===== src/rtl/core_boot_sequencer.sv =====
// rtl/core_boot_sequencer.sv - loads data memory, streams boot packets to a core, then watches for pass/fail
//
// Purpose: on start_i, copies the data image from ROM into data memory (one
// word write per acceptance), hands memory to the core, streams the
// instruction and register images as net packets, sends PC/BAR/NULL control
// packets and finally watches the core's memory traffic for the pass or
// fail magic address.
//
// Ports:
//   clk, reset           - clock, synchronous active-high reset
//   start_i              - begin a boot sequence (honoured in IDLE and DONE only)
//   rom_sel_o/rom_addr_o - image select (0 data, 1 instr, 2 reg) and word index
//   rom_data_i           - image word, one cycle after the address
//   mem_*                - loader word-write port to data memory, mem_select_o = core owns memory
//   pkt_*                - net packet stream to the core, no backpressure
//   core_addr_i, core_wdata_i, mem_out_valid_i - core memory traffic observed in RUN
//   busy_o, pass_o, fail_o, fail_code_o        - status
module core_boot_sequencer #(
   parameter int          DATA_WORDS_P  = 1024,
   parameter int          INSTR_WORDS_P = 1024,
   parameter int          REG_WORDS_P   = 64,
   parameter logic [31:0] PC_INIT_P     = 32'h0,
   parameter logic [31:0] BAR_MASK_P    = 32'h2
) (
   input  logic        clk,
   input  logic        reset,
   input  logic        start_i,
   output logic [1:0]  rom_sel_o,
   output logic [9:0]  rom_addr_o,
   input  logic [39:0] rom_data_i,
   output logic        mem_valid_o,
   output logic [31:0] mem_addr_o,
   output logic [31:0] mem_wdata_o,
   input  logic        mem_yumi_i,
   output logic        mem_select_o,
   output logic        pkt_valid_o,
   output logic [2:0]  pkt_op_o,
   output logic [31:0] pkt_data_o,
   output logic [9:0]  pkt_add_o,
   input  logic [31:0] core_addr_i,
   input  logic [31:0] core_wdata_i,
   input  logic        mem_out_valid_i,
   output logic        busy_o,
   output logic        pass_o,
   output logic        fail_o,
   output logic [31:0] fail_code_o
);

   localparam logic [2:0] OP_NULL  = 3'd0;
   localparam logic [2:0] OP_INSTR = 3'd1;
   localparam logic [2:0] OP_REG   = 3'd2;
   localparam logic [2:0] OP_PC    = 3'd3;
   localparam logic [2:0] OP_BAR   = 3'd4;

   localparam logic [1:0] SEL_DATA  = 2'd0;
   localparam logic [1:0] SEL_INSTR = 2'd1;
   localparam logic [1:0] SEL_REG   = 2'd2;

   localparam logic [9:0] DATA_LAST  = 10'(DATA_WORDS_P - 1);
   localparam logic [9:0] INSTR_LAST = 10'(INSTR_WORDS_P - 1);
   localparam logic [9:0] REG_LAST   = 10'(REG_WORDS_P - 1);

   localparam logic [31:0] PASS_ADDR = 32'h600DBEEF;
   localparam logic [31:0] FAIL_ADDR = 32'hDEADDEAD;

   typedef enum logic [3:0] {
      IDLE, LD_DATA, DRAIN, LD_INSTR, LD_REG, SEND_PC, SEND_BAR, SEND_NULL, RUN, DONE
   } state_t;

   state_t      state;
   logic [9:0]  wr_cnt;      // data word currently offered to memory
   logic [9:0]  pkt_cnt;     // packet index within the INSTR or REG phase
   logic        fresh_q;     // first cycle of a write: ROM output still belongs to this word
   logic [31:0] hold_q;      // write data captured for the stall cycles
   logic [1:0]  stream_sel;
   logic [9:0]  stream_addr;
   logic [1:0]  unused_rom_bits;

   assign unused_rom_bits = rom_data_i[39:38];

   // The ROM address runs one word ahead of the write, so after the first
   // cycle of a write the ROM output already shows the next word; the
   // captured copy keeps the write data stable while memory stalls.
   assign mem_addr_o  = mem_valid_o ? {20'b0, wr_cnt, 2'b00} : 32'b0;
   assign mem_wdata_o = !mem_valid_o ? 32'b0 : (fresh_q ? rom_data_i[31:0] : hold_q);

   assign busy_o = (state != IDLE) && (state != DONE);

   // Next ROM position while streaming packets: instruction image runs
   // straight into the register image, and the last register word is held.
   always_comb begin
      stream_sel  = rom_sel_o;
      stream_addr = rom_addr_o + 10'd1;
      if (rom_sel_o == SEL_INSTR && rom_addr_o == INSTR_LAST) begin
         stream_sel  = SEL_REG;
         stream_addr = '0;
      end else if (rom_sel_o == SEL_REG && rom_addr_o == REG_LAST) begin
         stream_addr = rom_addr_o;
      end
   end

   // Packet payload comes straight from the ROM word of this cycle.
   always_comb begin
      pkt_data_o = '0;
      pkt_add_o  = '0;
      if (pkt_valid_o) begin
         case (pkt_op_o)
            OP_INSTR: begin
               pkt_data_o = {16'b0, rom_data_i[15:0]};
               pkt_add_o  = pkt_cnt;
            end
            OP_REG: begin
               pkt_data_o = rom_data_i[31:0];
               pkt_add_o  = {4'b0, rom_data_i[37:32]};
            end
            OP_PC: pkt_data_o = PC_INIT_P;
            OP_BAR: begin
               pkt_data_o = BAR_MASK_P;
               pkt_add_o  = 10'd24;
            end
            OP_NULL: begin
               pkt_data_o = 32'hFFFFFFFE;
               pkt_add_o  = 10'd24;
            end
            default: ;
         endcase
      end
   end

   always_ff @(posedge clk) begin
      if (reset) begin
         state        <= IDLE;
         rom_sel_o    <= SEL_DATA;
         rom_addr_o   <= '0;
         wr_cnt       <= '0;
         pkt_cnt      <= '0;
         fresh_q      <= 1'b0;
         hold_q       <= '0;
         mem_valid_o  <= 1'b0;
         mem_select_o <= 1'b0;
         pkt_valid_o  <= 1'b0;
         pkt_op_o     <= OP_NULL;
         pass_o       <= 1'b0;
         fail_o       <= 1'b0;
         fail_code_o  <= '0;
      end else begin
         case (state)
            IDLE, DONE: begin
               if (start_i) begin
                  state        <= LD_DATA;
                  rom_sel_o    <= SEL_DATA;
                  rom_addr_o   <= '0;
                  wr_cnt       <= '0;
                  fresh_q      <= 1'b0;
                  mem_valid_o  <= 1'b0;
                  mem_select_o <= 1'b0;
                  pass_o       <= 1'b0;
                  fail_o       <= 1'b0;
                  fail_code_o  <= '0;
               end
            end
            LD_DATA: begin
               if (!mem_valid_o) begin
                  // address cycle for word 0 has been presented; offer it next
                  mem_valid_o <= 1'b1;
                  fresh_q     <= 1'b1;
                  if (rom_addr_o != DATA_LAST) rom_addr_o <= rom_addr_o + 10'd1;
               end else begin
                  if (fresh_q) hold_q <= rom_data_i[31:0];
                  fresh_q <= 1'b0;
                  if (mem_yumi_i) begin
                     if (wr_cnt == DATA_LAST) begin
                        state       <= DRAIN;
                        mem_valid_o <= 1'b0;
                        rom_sel_o   <= SEL_INSTR;
                        rom_addr_o  <= '0;
                     end else begin
                        wr_cnt  <= wr_cnt + 10'd1;
                        fresh_q <= 1'b1;
                        if (rom_addr_o != DATA_LAST) rom_addr_o <= rom_addr_o + 10'd1;
                     end
                  end
               end
            end
            DRAIN: begin
               state        <= LD_INSTR;
               mem_select_o <= 1'b1;
               pkt_valid_o  <= 1'b1;
               pkt_op_o     <= OP_INSTR;
               pkt_cnt      <= '0;
               rom_sel_o    <= stream_sel;
               rom_addr_o   <= stream_addr;
            end
            LD_INSTR: begin
               rom_sel_o  <= stream_sel;
               rom_addr_o <= stream_addr;
               if (pkt_cnt == INSTR_LAST) begin
                  state    <= LD_REG;
                  pkt_op_o <= OP_REG;
                  pkt_cnt  <= '0;
               end else begin
                  pkt_cnt <= pkt_cnt + 10'd1;
               end
            end
            LD_REG: begin
               if (pkt_cnt == REG_LAST) begin
                  state      <= SEND_PC;
                  pkt_op_o   <= OP_PC;
                  pkt_cnt    <= '0;
                  rom_sel_o  <= SEL_DATA;
                  rom_addr_o <= '0;
               end else begin
                  pkt_cnt    <= pkt_cnt + 10'd1;
                  rom_sel_o  <= stream_sel;
                  rom_addr_o <= stream_addr;
               end
            end
            SEND_PC: begin
               state    <= SEND_BAR;
               pkt_op_o <= OP_BAR;
            end
            SEND_BAR: begin
               state    <= SEND_NULL;
               pkt_op_o <= OP_NULL;
            end
            SEND_NULL: begin
               state       <= RUN;
               pkt_valid_o <= 1'b0;
            end
            RUN: begin
               if (mem_out_valid_i) begin
                  if (core_addr_i == PASS_ADDR) begin
                     state  <= DONE;
                     pass_o <= 1'b1;
                  end else if (core_addr_i == FAIL_ADDR) begin
                     state       <= DONE;
                     fail_o      <= 1'b1;
                     fail_code_o <= core_wdata_i;
                  end
               end
            end
            default: state <= IDLE;
         endcase
      end
   end

endmodule


===== config.mk =====
export PLATFORM = sky130hd
export DESIGN_NAME = core_boot_sequencer
export DESIGN_NICKNAME = d
export VERILOG_FILES = /design/src/rtl/core_boot_sequencer.sv
export SDC_FILE = /design/constraint.sdc
export NUM_CORES = 1
export LEC_CHECK = 0
export CORE_MARGIN = 1
export CORE_UTILIZATION = 25
export DETAILED_ROUTE_END_ITERATION = 6
export GPL_ROUTABILITY_DRIVEN = 0
export HOLD_SLACK_MARGIN = 0.12
export SETUP_SLACK_MARGIN = 0.02
export SLEW_MARGIN = 20
export SYNTH_ARGS = -nofsm -noshare
export SYNTH_HDL_FRONTEND = slang
export SYNTH_SLANG_ARGS = --single-unit

===== constraint.sdc =====
create_clock -name clk -period 2.99 [get_ports clk]
set_input_delay 0.598 -clock clk [delete_from_list [all_inputs] [get_ports clk]]
set_output_delay 0.598 -clock clk [all_outputs]
set_load 0.1 [all_outputs]

Word-level counts from Yosys, hierarchy flattened

Index checks and enable logic that the tools add are counted.

Output and inout port bits: 159
Word-level logic and storage cells: 144
Input port bits: 109
Bits in registers: 109

Mux-type cells: 65
$add $sub $neg: 3
Reduce and logical (&&, ||, !) cells: 26
Equality and inequality tests: 36

Operators with widths:

| operator                                                          | number |
|---|---|
| 32-bit two-way mux                                                | 7 |
| 10-bit two-way mux                                                | 14 |
| 32-bit one-hot mux with 4 select lines                            | 1 |
| 32-bit one-hot mux with 2 select lines                            | 1 |
| 10-bit one-hot mux with 3 select lines                            | 2 |
| 10-bit one-hot mux with 4 select lines                            | 1 |
| 4-bit two-way mux                                                 | 9 |
| 4-bit one-hot mux with 9 select lines                             | 1 |
| 32-bit by 31-bit == test with 1-bit output, second input constant | 1 |
| 32-bit == test, second input constant                             | 1 |
| 10-bit by 1-bit adder with 10-bit output, second input constant   | 3 |
| 10-bit == test, second input constant                             | 3 |
| 2-bit inequality test, second input constant                      | 11 |
| 10-bit by 6-bit == test with 1-bit output, second input constant  | 2 |
| 10-bit one-hot mux with 2 select lines                            | 1 |
| 4-bit by 3-bit == test with 1-bit output, second input constant   | 4 |
| 3-bit one-hot mux with 5 select lines                             | 1 |
| 5-bit AND reduction                                               | 3 |
| 12-bit two-way mux                                                | 1 |
| 2-bit two-way mux                                                 | 6 |
| 1-bit one-hot mux with 2 select lines                             | 6 |
| 1-bit two-way mux                                                 | 11 |
| 10-bit inequality test, second input constant                     | 1 |
| 4-bit by 2-bit == test with 1-bit output, second input constant   | 2 |
| 23 further kinds                                                  | 37 |

Longest topological paths before layout

Gate-level depths: netlist of run 1.

Word-level depth: 6
Depth in mapped cells: 8

Worst setup path after synthesis of run 1

OpenSTA, ideal clock, no wires.

Path kind: register -> output
From: register pkt_valid_o
To: output port pkt_data_o[21]
Path buffers: 2
Arrival: 3.260 ns
Cell stages (with the launch flop): 6
Required time: 2.392 ns
Slack: -0.868 ns
Path through: dfxtp_1 -> nor2b_1 -> nand2b_1 -> clkbuf_1 -> clkbuf_1 -> a21oi_1

Cells in the longest elaborated chain, start to end: 1

RTL lines:

| element                | line | text |
|---|---|---|
| start, declared        | 36   | `output logic pkt_valid_o,` |
| start signal, assigned | 141  | `pkt_valid_o <= 1'b0;` |
| start signal, assigned | 188  | `pkt_valid_o <= 1'b1;` |
| start signal, assigned | 228  | `pkt_valid_o <= 1'b0;` |
| 32-bit two-way mux     | 106  | `if (pkt_valid_o) begin` |
| end, declared          | 38   | `output logic [31:0] pkt_data_o,` |

No other way between the ends.

Final worst setup path of run 1

From: input port core_addr_i[1]
To: register fail_code_o[15]

Cells in the longest elaborated chain, start to end: 3
Elaborated cells between the ends (all ways): 5
Classes of those cells: eq/ne: 4; reduce/logical: 1

RTL lines:

| element                                                                             | line     | text |
|---|---|---|
| start, declared                                                                     | 40       | `input logic [31:0] core_addr_i,` |
| 32-bit == test / 32-bit by 31-bit == test with 1-bit output (equally long branches) | 235, 232 |  |
| 2-bit inequality test (no line)                                                     | -        |  |
| 5-bit AND reduction (no line) *                                                     | -        |  |
| end signal, assigned                                                                | 238      | `fail_code_o <= core_wdata_i;` |
| end, declared                                                                       | 46       | `output logic [31:0] fail_code_o` |

Every way passes the cells marked *; elsewhere a longest branch is shown, timed or not.
A chain may end at the register's enable or synchronous reset.

==> results of run 1 <==
## logic make-up (layout without fill, tap and decap cells)
family	after synthesis	after routing	share of synthesized area [%]
adder cells (fa/ha/maj)	17	17	2.72
other	1	22	0.0573
buffers and inverters	119	322	8.55
AND/OR/NAND/NOR	376	376	28.3
multiplexers	69	69	10.6
AO/OA/AOI/OAI	155	155	15.1
flip-flops	109	109	33.4
XOR/XNOR	10	10	1.34
## path summary, 6_finish.rpt
path              slack (ns)      startpoint  depth (start not counted)         endpoint
setup reg to reg        0.46      pkt_cnt[0]                          7         state[0]
hold reg to reg         0.45      hold_q[30]                          2       hold_q[30]
hold / removal          0.45      hold_q[30]                          2       hold_q[30]
setup / recovery        0.46  core_addr_i[1]                          7  fail_code_o[15]
## critical path: cells and delay by family
family,cells,cell delay [ns]
AOI/OAI and AO/OA,2,0.39
muxes,1,0.21
buffers and inverters,2,0.61
and+or+nand+nor,2,1.00
## cells in the final DEF, fill, tap and decap left out, types with 11 or more instances in the layout
cell type,count
conb_1,22
and3_1,14
a21oi_1,60
a21oi_4,11
dfxtp_1,105
nand3_1,21
nand2_1,128
mux2i_1,67
clkdlybuf4s50_1,105
nand2b_1,45
nor2_1,41
nor3_1,14
maj3_1,14
and2_1,13
inv_1,36
buf_12,77
buf_4,87
nor2_2,43
o21ai_0,18
## area by class of cell
| type | instances | area (sq um) | area share [%] |
|---|---|---|---|
| inverter | 37 | 139 | 1.32 |
| timing repair buffer | 269 | 3250 | 30.9 |
| clock buffer | 11 | 253 | 2.41 |
| sequential | 109 | 2190 | 20.8 |
| clock inverter | 5 | 88.8 | 0.847 |
| tap | 330 | 413 | 3.93 |
| multi-input combinational | 649 | 4170 | 39.7 |
## routing by layer
| metal | GRT usage, % | up-vias |
|---|---|---|
| met3 | 4.95 | 13 |
| met5 | 0 | - |
| met1 | 19.0 | 3014 |
| li1 | - | 3323 |
| met4 | 3.32 | 2 |
| met2 | 27.0 | 235 |
## power breakdown
group          switching (mW)  leakage (nW)  internal (mW)
sequential              0.181         0.881           1.52
combinational            3.72          2.84           1.85
clock                   0.609         0.168          0.793
## state kept, by name, indices dropped and copies added (netlist names)
signal / count
hold_q: 32
state: 4
pkt_cnt: 10
pkt_op_o: 3
pkt_valid_o: 1
rom_sel_o: 2
rom_addr_o: 10
pass_o: 1
wr_cnt: 10
mem_select_o: 1
fail_code_o: 32
fresh_q: 1
mem_valid_o: 1
fail_o: 1
==> flow_metrics.env, run 1 <==
export IMPL_cts_tree="yes"
export IMPL_static_leakage_power_nw=3.89
export IMPL_cp_start_kind="primary input"
export IMPL_power_total_mw=8.67
export IMPL_postLayoutSetupSlackWorst_ns=0.455
export IMPL_start_util_pct=25.8
export IMPL_final_hold_viol_count=0
export IMPL_finalCritPeriodShare_pct=84.8
export IMPL_worst_pin_slew_ns=0.862
export IMPL_maxClockFrequency_ghz=0.395
export IMPL_netlist_instances=856
export IMPL_drive_gt1_share_pct=25.1
export IMPL_critical_path_endpoint_type="register"
export IMPL_die_y_microns=164
export IMPL_grt_pass1_wl_mm=33.4
export IMPL_post_drt_wl_per_cell_microns=14.8
export IMPL_hold_ws_ns=0.455
export IMPL_post_route_drc_count=0
export IMPL_met3_layer_wire_length_in_the_routed_design_mm=1.75
export IMPL_layout_area_overhead_vs_synth_pct=60.4
export IMPL_cts_reportedPaths_clkPinSlew_ns=0.08
export IMPL_dpl_instance_area_sq_um=10200
export IMPL_clk_root_buffer_cell="clkbuf_16"
export IMPL_grt_setup_unrepaired="no"
export IMPL_finalInstanceArea_sq_um=10500
export IMPL_synth_top_cells_by_count="128 x nand2_1, 109 x dfxtp_1, 89 x nor2_1"
export IMPL_stdcell_count=1410
export IMPL_number_of_sinks_driven_by_the_clock_tree=109
export IMPL_hold_path_class="reg -> reg"
export IMPL_grt_antenna_before_repair=1
export IMPL_yosys_warnings=0
export IMPL_tns_ns=0
export IMPL_cp_slowest_stage_delay_ns=0.68
export IMPL_post_synth_top_area_fraction_pct=33.4
export IMPL_nets=1187
export IMPL_insertedDiodeCount=0
export IMPL_yosys_cell_types_count=68
export IMPL_clock_insertion_delay_worst_skew_ns=0.36
export IMPL_final_antenna_net_count=0
export IMPL_cts_hold_buf=0
export IMPL_drt_iter0_drc=324
export IMPL_place_port_buffers=243
export IMPL_critical_path_cell_chain="clkdlybuf4s50_1 -> or4b_2 -> nor3_1 -> a21oi_1 -> a21oi_4 -> buf_12 -> mux2i_1"
export IMPL_final_fill_count=2501
export IMPL_grt_overflow_total=0
export IMPL_number_of_synthesized_register_bits=109
export IMPL_fp_dieW_microns=164
export IMPL_yosys_most_used_dff="dfxtp_1"
export IMPL_dr_pass1_iters=4
export IMPL_floorplan_die_area_sq_um=26800
export IMPL_top_level_ports=268
export IMPL_final_core_utilization_pct=41.3
export IMPL_timing_max_slew_rel_slack_pct=42.5
export IMPL_clock_tree_htree_level_count=3
export IMPL_post_detailed_route_via_to_cell_ratio=4.67
export IMPL_dr_wl_met2_mm=9.76
export IMPL_grt_pass1_vias=6429
export IMPL_rows=58
export IMPL_post_dp_hpwl_mm=15.6
export IMPL_synth_area_leaders="dfxtp_1 33%, mux2i_1 10%, nand2_1 7.3%"
export IMPL_post_route_min_period_ns=2.53
export IMPL_critical_path_peak_fanout=16
export IMPL_async_set_reset_flop_share_out_of_synthesis_pct=0
export IMPL_postRouteWirelength_mm=20.8
export IMPL_yosys_cell_count_top_type="nand2_1"
export IMPL_post_cts_buffers=0
export IMPL_synth_top_area_cell="dfxtp_1"
export IMPL_finalClockSkew_ns=0.00863
export IMPL_preCtsSetupSlack_ns=0.0817
export IMPL_post_synth_instance_area_sq_um=6540
export IMPL_cap_violations=0
export IMPL_synth_sequential_area_ratio_pct=33.4
export IMPL_synth_edf_count=0
export IMPL_clock_path_buffers=2
export IMPL_ir_drop_mv=0.776
export IMPL_setup_viol_count_final=0
export IMPL_worstPathRequired_ns=3.28
export IMPL_critPathArrivalTime_ns=2.82
export IMPL_critical_path_slowest_cell="or4b_2"
export IMPL_cts_repair_resize_count=0
export IMPL_final_max_slew_viol_count=0
export IMPL_grt_max_degree=73
export IMPL_syn_avg_cell_area_sq_um=7.64
export IMPL_top_layer="met5"
export IMPL_tritoncts_num_buffers=9
export IMPL_detailroute_via_count=6587
export IMPL_global_route_usage_total_pct=15.7
export IMPL_post_place_cells=1394
export IMPL_critical_path_class="in -> reg"
export IMPL_pwr_density_cell_nw_per_um2=827
export IMPL_status="complete, no violations"
export IMPL_design_core_area_sq_um=25400
export IMPL_wl_met1_mm=9.11
Power figures use the tool's default switching activity.
==> inputs of run 2 (changes only) <==
==> constraint.sdc (replaced) <==
create_clock -name clk -period 2.35 [get_ports clk]
set_input_delay 0.47 -clock clk [delete_from_list [all_inputs] [get_ports clk]]
set_output_delay 0.47 -clock clk [all_outputs]
set_load 0.1 [all_outputs]
==> run 2 against run 1 <==
  * Worst hold slack lost 0.047 ns
  * Worst setup slack lost 0.41 ns
  * Critical path type is now reg -> reg
  * Highest routed layer is now met4
  * Largest power group unchanged
  * Routed wire length grew 4.2%
  * Utilization grew 3.0 points
  * Register-to-register slack lost 0.41 ns
  * Clock skew grew 0.00084 ns
==> flow_metrics.env, run 2 (same netlist as run 1, synthesis figures left out) <==
export IMPL_cts_tree="yes"
export IMPL_grt_pass1_wl_mm=33.9
export IMPL_static_leakage_power_nw=4.18
export IMPL_reg_largest_list="fail_code_o x32, hold_q x32"
export IMPL_place_port_buffers=243
export IMPL_setup_viol_count_final=0
export IMPL_layout_cells_most_common_list="128 x nand2_1, 116 x buf_4, 104 x clkdlybuf4s50_1, 93 x dfxtp_1, 83 x buf_12"
export IMPL_dpl_instance_area_sq_um=10800
export IMPL_critical_path_endpoint_type="register"
export IMPL_final_core_utilization_pct=44.3
export IMPL_stdcell_count=1451
export IMPL_grt_setup_unrepaired="yes"
export IMPL_floorplan_die_area_sq_um=26800
export IMPL_postRouteWirelength_mm=21.7
export IMPL_layout_area_overhead_vs_synth_pct=72.0
export IMPL_grt_use_met2_pct=27.0
export IMPL_dr_pass1_iters=4
export IMPL_globalRoute_busiestLayer="met2"
export IMPL_detailroute_via_count=6841
export IMPL_nets=1228
export IMPL_insertedDiodeCount=0
export IMPL_tns_ns=0
export IMPL_tritoncts_num_buffers=9
export IMPL_timing_max_slew_rel_slack_pct=64.6
export IMPL_critical_path_peak_fanout=8
export IMPL_hold_ws_ns=0.408
export IMPL_clock_tree_htree_level_count=3
export IMPL_hold_path_class="in -> reg"
export IMPL_cts_reportedPaths_clkPinSlew_ns=0.08
export IMPL_clock_path_buffers=2
export IMPL_design_core_area_sq_um=25400
export IMPL_post_drt_wl_per_cell_microns=15.0
export IMPL_post_dp_hpwl_mm=16.2
export IMPL_status="complete, no violations"
export IMPL_drive_gt1_share_pct=30.6
export IMPL_critPathArrivalTime_ns=2.55
export IMPL_post_route_drc_count=0
export IMPL_cp_slowest_stage_delay_ns=0.55
export IMPL_grt_pass1_vias=6430
export IMPL_number_of_sinks_driven_by_the_clock_tree=109
export IMPL_grt_overflow_total=0
export IMPL_pwr_density_cell_nw_per_um2=1030
export IMPL_maxClockFrequency_ghz=0.434
export IMPL_cp_start_kind="register"
export IMPL_fp_dieW_microns=164
export IMPL_final_antenna_net_count=0
export IMPL_regArea_sq_um=2210
export IMPL_grt_util_met3_pct=3.43
export IMPL_final_fill_count=2476
export IMPL_worst_pin_slew_ns=0.531
export IMPL_grt_util_met1_pct=20.4
export IMPL_die_y_microns=164
export IMPL_post_route_min_period_ns=2.31
export IMPL_finalCritPeriodShare_pct=98.1
export IMPL_grt_max_degree=47
export IMPL_critical_path_slowest_cell="or4_4"
export IMPL_postLayoutSetupSlackWorst_ns=0.0443
export IMPL_drt_iter0_drc=320
export IMPL_rows=58
export IMPL_clk_root_buffer_cell="clkbuf_16"
export IMPL_clock_insertion_delay_worst_skew_ns=0.35
export IMPL_preCtsSetupSlack_ns=-0.389
export IMPL_layout_commonest_cell="nand2_1"
export IMPL_top_level_ports=268
export IMPL_multi_input_comb_area_sq_um=4500
export IMPL_final_hold_viol_count=0
export IMPL_global_route_usage_total_pct=16.0
export IMPL_finalInstanceArea_sq_um=11300
export IMPL_power_total_mw=11.6
export IMPL_critical_path_cell_chain="or4_4 -> o31ai_4 -> buf_6 -> a32oi_4 -> and2_4 -> a211o_1 -> mux2_2"
export IMPL_final_max_slew_viol_count=0
export IMPL_finalClockSkew_ns=0.00946
export IMPL_critical_path_class="reg -> reg"
export IMPL_ir_drop_mv=1.28
export IMPL_post_detailed_route_via_to_cell_ratio=4.71
export IMPL_grt_antenna_before_repair=0
export IMPL_cap_violations=0
export IMPL_start_util_pct=25.8
export IMPL_worstPathRequired_ns=2.60
export IMPL_critical_path_top_delay_family="simple AND/OR/NAND/NOR gates"
export IMPL_post_place_cells=1428
export IMPL_path_buf_inv=1
## run 2: changes by cell type in the layout (fill, tap and decap cells not counted), moves of 3 or more
cell	before	now
and3_2	0	4
buf_6	0	4
dfxtp_4	0	5
a21oi_4	11	14
dfxtp_2	4	11
buf_12	77	83
nor2_1	41	37
nor2_4	5	48
buf_4	87	116
and3_1	14	10
dfxtp_1	105	93
nor2_2	43	4
## run 2: final timing paths
path / startpoint / to / slack (ns) / cells after the start
worst max-delay path: pkt_cnt[9] / rom_addr_o[0] / 0.04 / 7
worst min-delay path: reset / rom_addr_o[3] / 0.41 / 2
worst max register to register: pkt_cnt[9] / rom_addr_o[0] / 0.04 / 7
worst min register to register: hold_q[7] / hold_q[7] / 0.45 / 2
## run 2: area by class of cell
cell class	instances	area share (%)
Multi-Input combinational cell	649	39.9
Timing Repair Buffer	310	32.7
Sequential cell	109	19.7
Tap cell	330	3.67
Clock buffer	11	2.35
Inverter	37	1.25
Clock inverter	5	0.411
## run 2: worst register-to-register path, delay by kind of cell, from the launching register on
family | cells | cell delay (ns)
AO/OA/AOI/OAI | 3 | 0.69
AND/OR/NAND/NOR | 2 | 0.75
flip-flops | 1 | 0.32
buffers and inverters | 1 | 0.17
multiplexers | 1 | 0.26
## run 2: report_power, final
part | total [mW] | switching, mW | internal [mW]
clock | 1.60 | 0.769 | 0.835
combinational | 7.82 | 5.09 | 2.73
sequential | 2.13 | 0.177 | 1.95
## run 2: what timing repair did
item / 4_1_cts / 5_1_grt
hold buffers: 0 / 0
pin swaps: 2 / 4
gates cloned: 1 / 1
resized for setup: 7 / 14
buffers inserted: 2 / 3
setup endpoints to repair: 39 / 40
## run 2: per-layer routing
layer,share of wire [%],up-vias
li1,-,3408
met1,46,3193
met4,1.1,0
met5,0,-
met3,6.5,12
met2,47,228
==> inputs of run 3 (changes only) <==
--- a/config.mk
+++ b/config.mk
@@ -5,6 +5,7 @@
 export SDC_FILE = /design/constraint.sdc
 export NUM_CORES = 1
 export LEC_CHECK = 0
+export CORE_ASPECT_RATIO = 0.9
 export CORE_MARGIN = 1
 export CORE_UTILIZATION = 25
 export DETAILED_ROUTE_END_ITERATION = 6
==> run 3 against run 2 <==
  * Combinational power decreased by 2%
  * Critical path depth increased by 1
  * Power decreased by 0.99%
  * Flip-flop and latch count unchanged
  * Critical path type is now in -> reg
  * Largest cell class unchanged
  * Highest routed layer unchanged
==> flow_metrics.env, run 3 (same netlist as run 1, synthesis figures left out) <==
export IMPL_clk_root_buffer_cell="clkbuf_16"
export IMPL_critPathArrivalTime_ns=2.52
export IMPL_final_core_utilization_pct=44.0
export IMPL_grt_pass1_vias=6600
export IMPL_finalCritPeriodShare_pct=96.7
export IMPL_clock_tree_htree_level_count=3
export IMPL_static_leakage_power_nw=4.09
export IMPL_top_level_ports=268
export IMPL_post_dp_hpwl_mm=16.0
export IMPL_cts_reportedPaths_clkPinSlew_ns=0.08
export IMPL_nets=1221
export IMPL_critical_path_top_delay_family="simple AND/OR/NAND/NOR gates"
export IMPL_detailroute_via_count=6740
export IMPL_global_route_usage_total_pct=16.1
export IMPL_p_sw_mw=6.00
export IMPL_layout_commonest_cell="nand2_1"
export IMPL_critical_path_peak_fanout=5
export IMPL_layout_cells_most_common_list="128 x nand2_1, 112 x buf_4, 105 x clkdlybuf4s50_1, 93 x dfxtp_1, 84 x buf_12"
export IMPL_multi_input_comb_area_sq_um=4470
export IMPL_clock_insertion_delay_worst_skew_ns=0.36
export IMPL_grt_overflow_total=0
export IMPL_status="complete, no violations"
export IMPL_design_core_area_sq_um=25400
export IMPL_worst_pin_slew_ns=0.785
export IMPL_hold_path_class="reg -> reg"
export IMPL_p_sw_share_pct=52.5
export IMPL_critical_path_slowest_cell="or4b_1"
export IMPL_tns_ns=0
export IMPL_final_hold_viol_count=0
export IMPL_critical_path_class="in -> reg"
export IMPL_cp_slowest_stage_delay_ns=0.52
export IMPL_regArea_sq_um=2220
export IMPL_hold_ws_ns=0.454
export IMPL_power_clock_fraction_pct=13.5
export IMPL_drive_gt1_share_pct=29.7
export IMPL_power_share_combinational_pct=67.3
export IMPL_dr_pass1_iters=4
export IMPL_cp_start_kind="primary input"
export IMPL_clock_path_buffers=2
export IMPL_grt_setup_unrepaired="no"
export IMPL_timing_max_slew_rel_slack_pct=47.7
export IMPL_setup_viol_count_final=0
export IMPL_grt_max_degree=67
export IMPL_final_max_slew_viol_count=0
export IMPL_place_port_buffers=243
export IMPL_final_fill_count=2425
export IMPL_die_y_microns=155
export IMPL_grt_pass1_wl_mm=35.1
export IMPL_finalClockSkew_ns=0.0114
export IMPL_post_detailed_route_via_to_cell_ratio=4.63
export IMPL_post_drt_wl_per_cell_microns=14.8
export IMPL_path_buf_inv=3
export IMPL_start_util_pct=25.8
export IMPL_insertedDiodeCount=0
export IMPL_layout_area_overhead_vs_synth_pct=70.6
export IMPL_grt_antenna_before_repair=1
export IMPL_critical_path_endpoint_type="register"
export IMPL_cap_violations=0
export IMPL_pwr_density_cell_nw_per_um2=1020
export IMPL_final_antenna_net_count=0
export IMPL_number_of_sinks_driven_by_the_clock_tree=109
export IMPL_critical_path_cell_chain="clkdlybuf4s50_1 -> or4b_1 -> nor4_1 -> buf_4 -> a21oi_1 -> a21oi_4 -> buf_12 -> mux2_2"
export IMPL_power_report_internal_total_mw=5.44
export IMPL_fp_dieW_microns=173
export IMPL_ir_drop_mv=0.465
export IMPL_reg_largest_list="fail_code_o x32, hold_q x32"
export IMPL_cts_hold_buf=0
export IMPL_post_route_min_period_ns=2.27
export IMPL_power_frac_seq_pct=19.2
export IMPL_cts_tree="yes"
export IMPL_floorplan_die_area_sq_um=26800
export IMPL_postRouteWirelength_mm=21.6
export IMPL_worstPathRequired_ns=2.60
export IMPL_drt_iter0_drc=348
export IMPL_post_route_drc_count=0
export IMPL_rows=55
export IMPL_maxClockFrequency_ghz=0.440
export IMPL_tritoncts_num_buffers=9
[run 3: cell count changes in the layout (fill, tap and decap cells not counted), moves of 2 or more]
cell | previous run | this run
inv_6 | 2 | 0
buf_6 | 4 | 1
clkinvlp_4 | 0 | 3
or4b_4 | 2 | 0
buf_4 | 116 | 112
[run 3: layout make-up]
type	instances	share of cell area, %
flip-flops and latches	109	19.9
repair buffers	303	32.3
clock buffers	11	2.28
multi-input cells	649	40.1
clock inverters	5	0.381
well taps	342	3.83
inverters	37	1.26
[run 3: metrics by stage]
stage | setup slack [ns] | cell area (sq um) | cells | total power [mW]
5_1_grt | 0.0229 | 11200 | 1456 | 11.9
6_report | 0.0773 | 11200 | 1456 | 11.4
2_1_floorplan | -0.169 | 7200 | 877 | 7.26
4_1_cts | 0.00704 | 11100 | 1454 | 11.4
3_5_place_dp | -0.435 | 10800 | 1438 | 9.87
3_3_place_gp | -0.405 | 10800 | 1438 | 9.84
[run 3: routing by layer]
metal,vias up,wire length (microns),global-route usage [%]
met5,-,0,0
met4,0,157,3.27
met3,11,1660,5.11
li1,3394,-,-
met1,3126,9880,20.3
met2,209,9910,26.9
[run 3: path summary, 6_finish.rpt]
path | from | end | slack, ns | cells past startpoint
max | core_addr_i[20] | fail_o | 0.08 | 8
min | hold_q[17] | hold_q[17] | 0.45 | 2
max reg2reg | pkt_cnt[9] | rom_addr_o[0] | 0.10 | 6
min reg2reg | hold_q[17] | hold_q[17] | 0.45 | 2
[run 3: power by group through the flow]
stage          Combinational (mW)  Sequential (mW)  Clock, mW
6_report                     7.70             2.19       1.55
5_1_grt                      8.00             2.22       1.68
4_1_cts                      7.64             2.20       1.61
3_5_place_dp                 7.63             2.24          0
3_3_place_gp                 7.60             2.24          0
2_1_floorplan                4.80             2.46          0
[run 3: what timing repair did]
action	in CTS	in global routing
gates cloned	0	1
pin swaps	0	2
gates resized for setup	1	9
setup endpoints to repair	33	56
buffers inserted	0	1
[run 3: tightest hold or removal path, cell delays in order (launching register included)]
cell and delay, ns:
dfxtp_1 0.31, nand2_1 0.05, a21oi_1 0.05
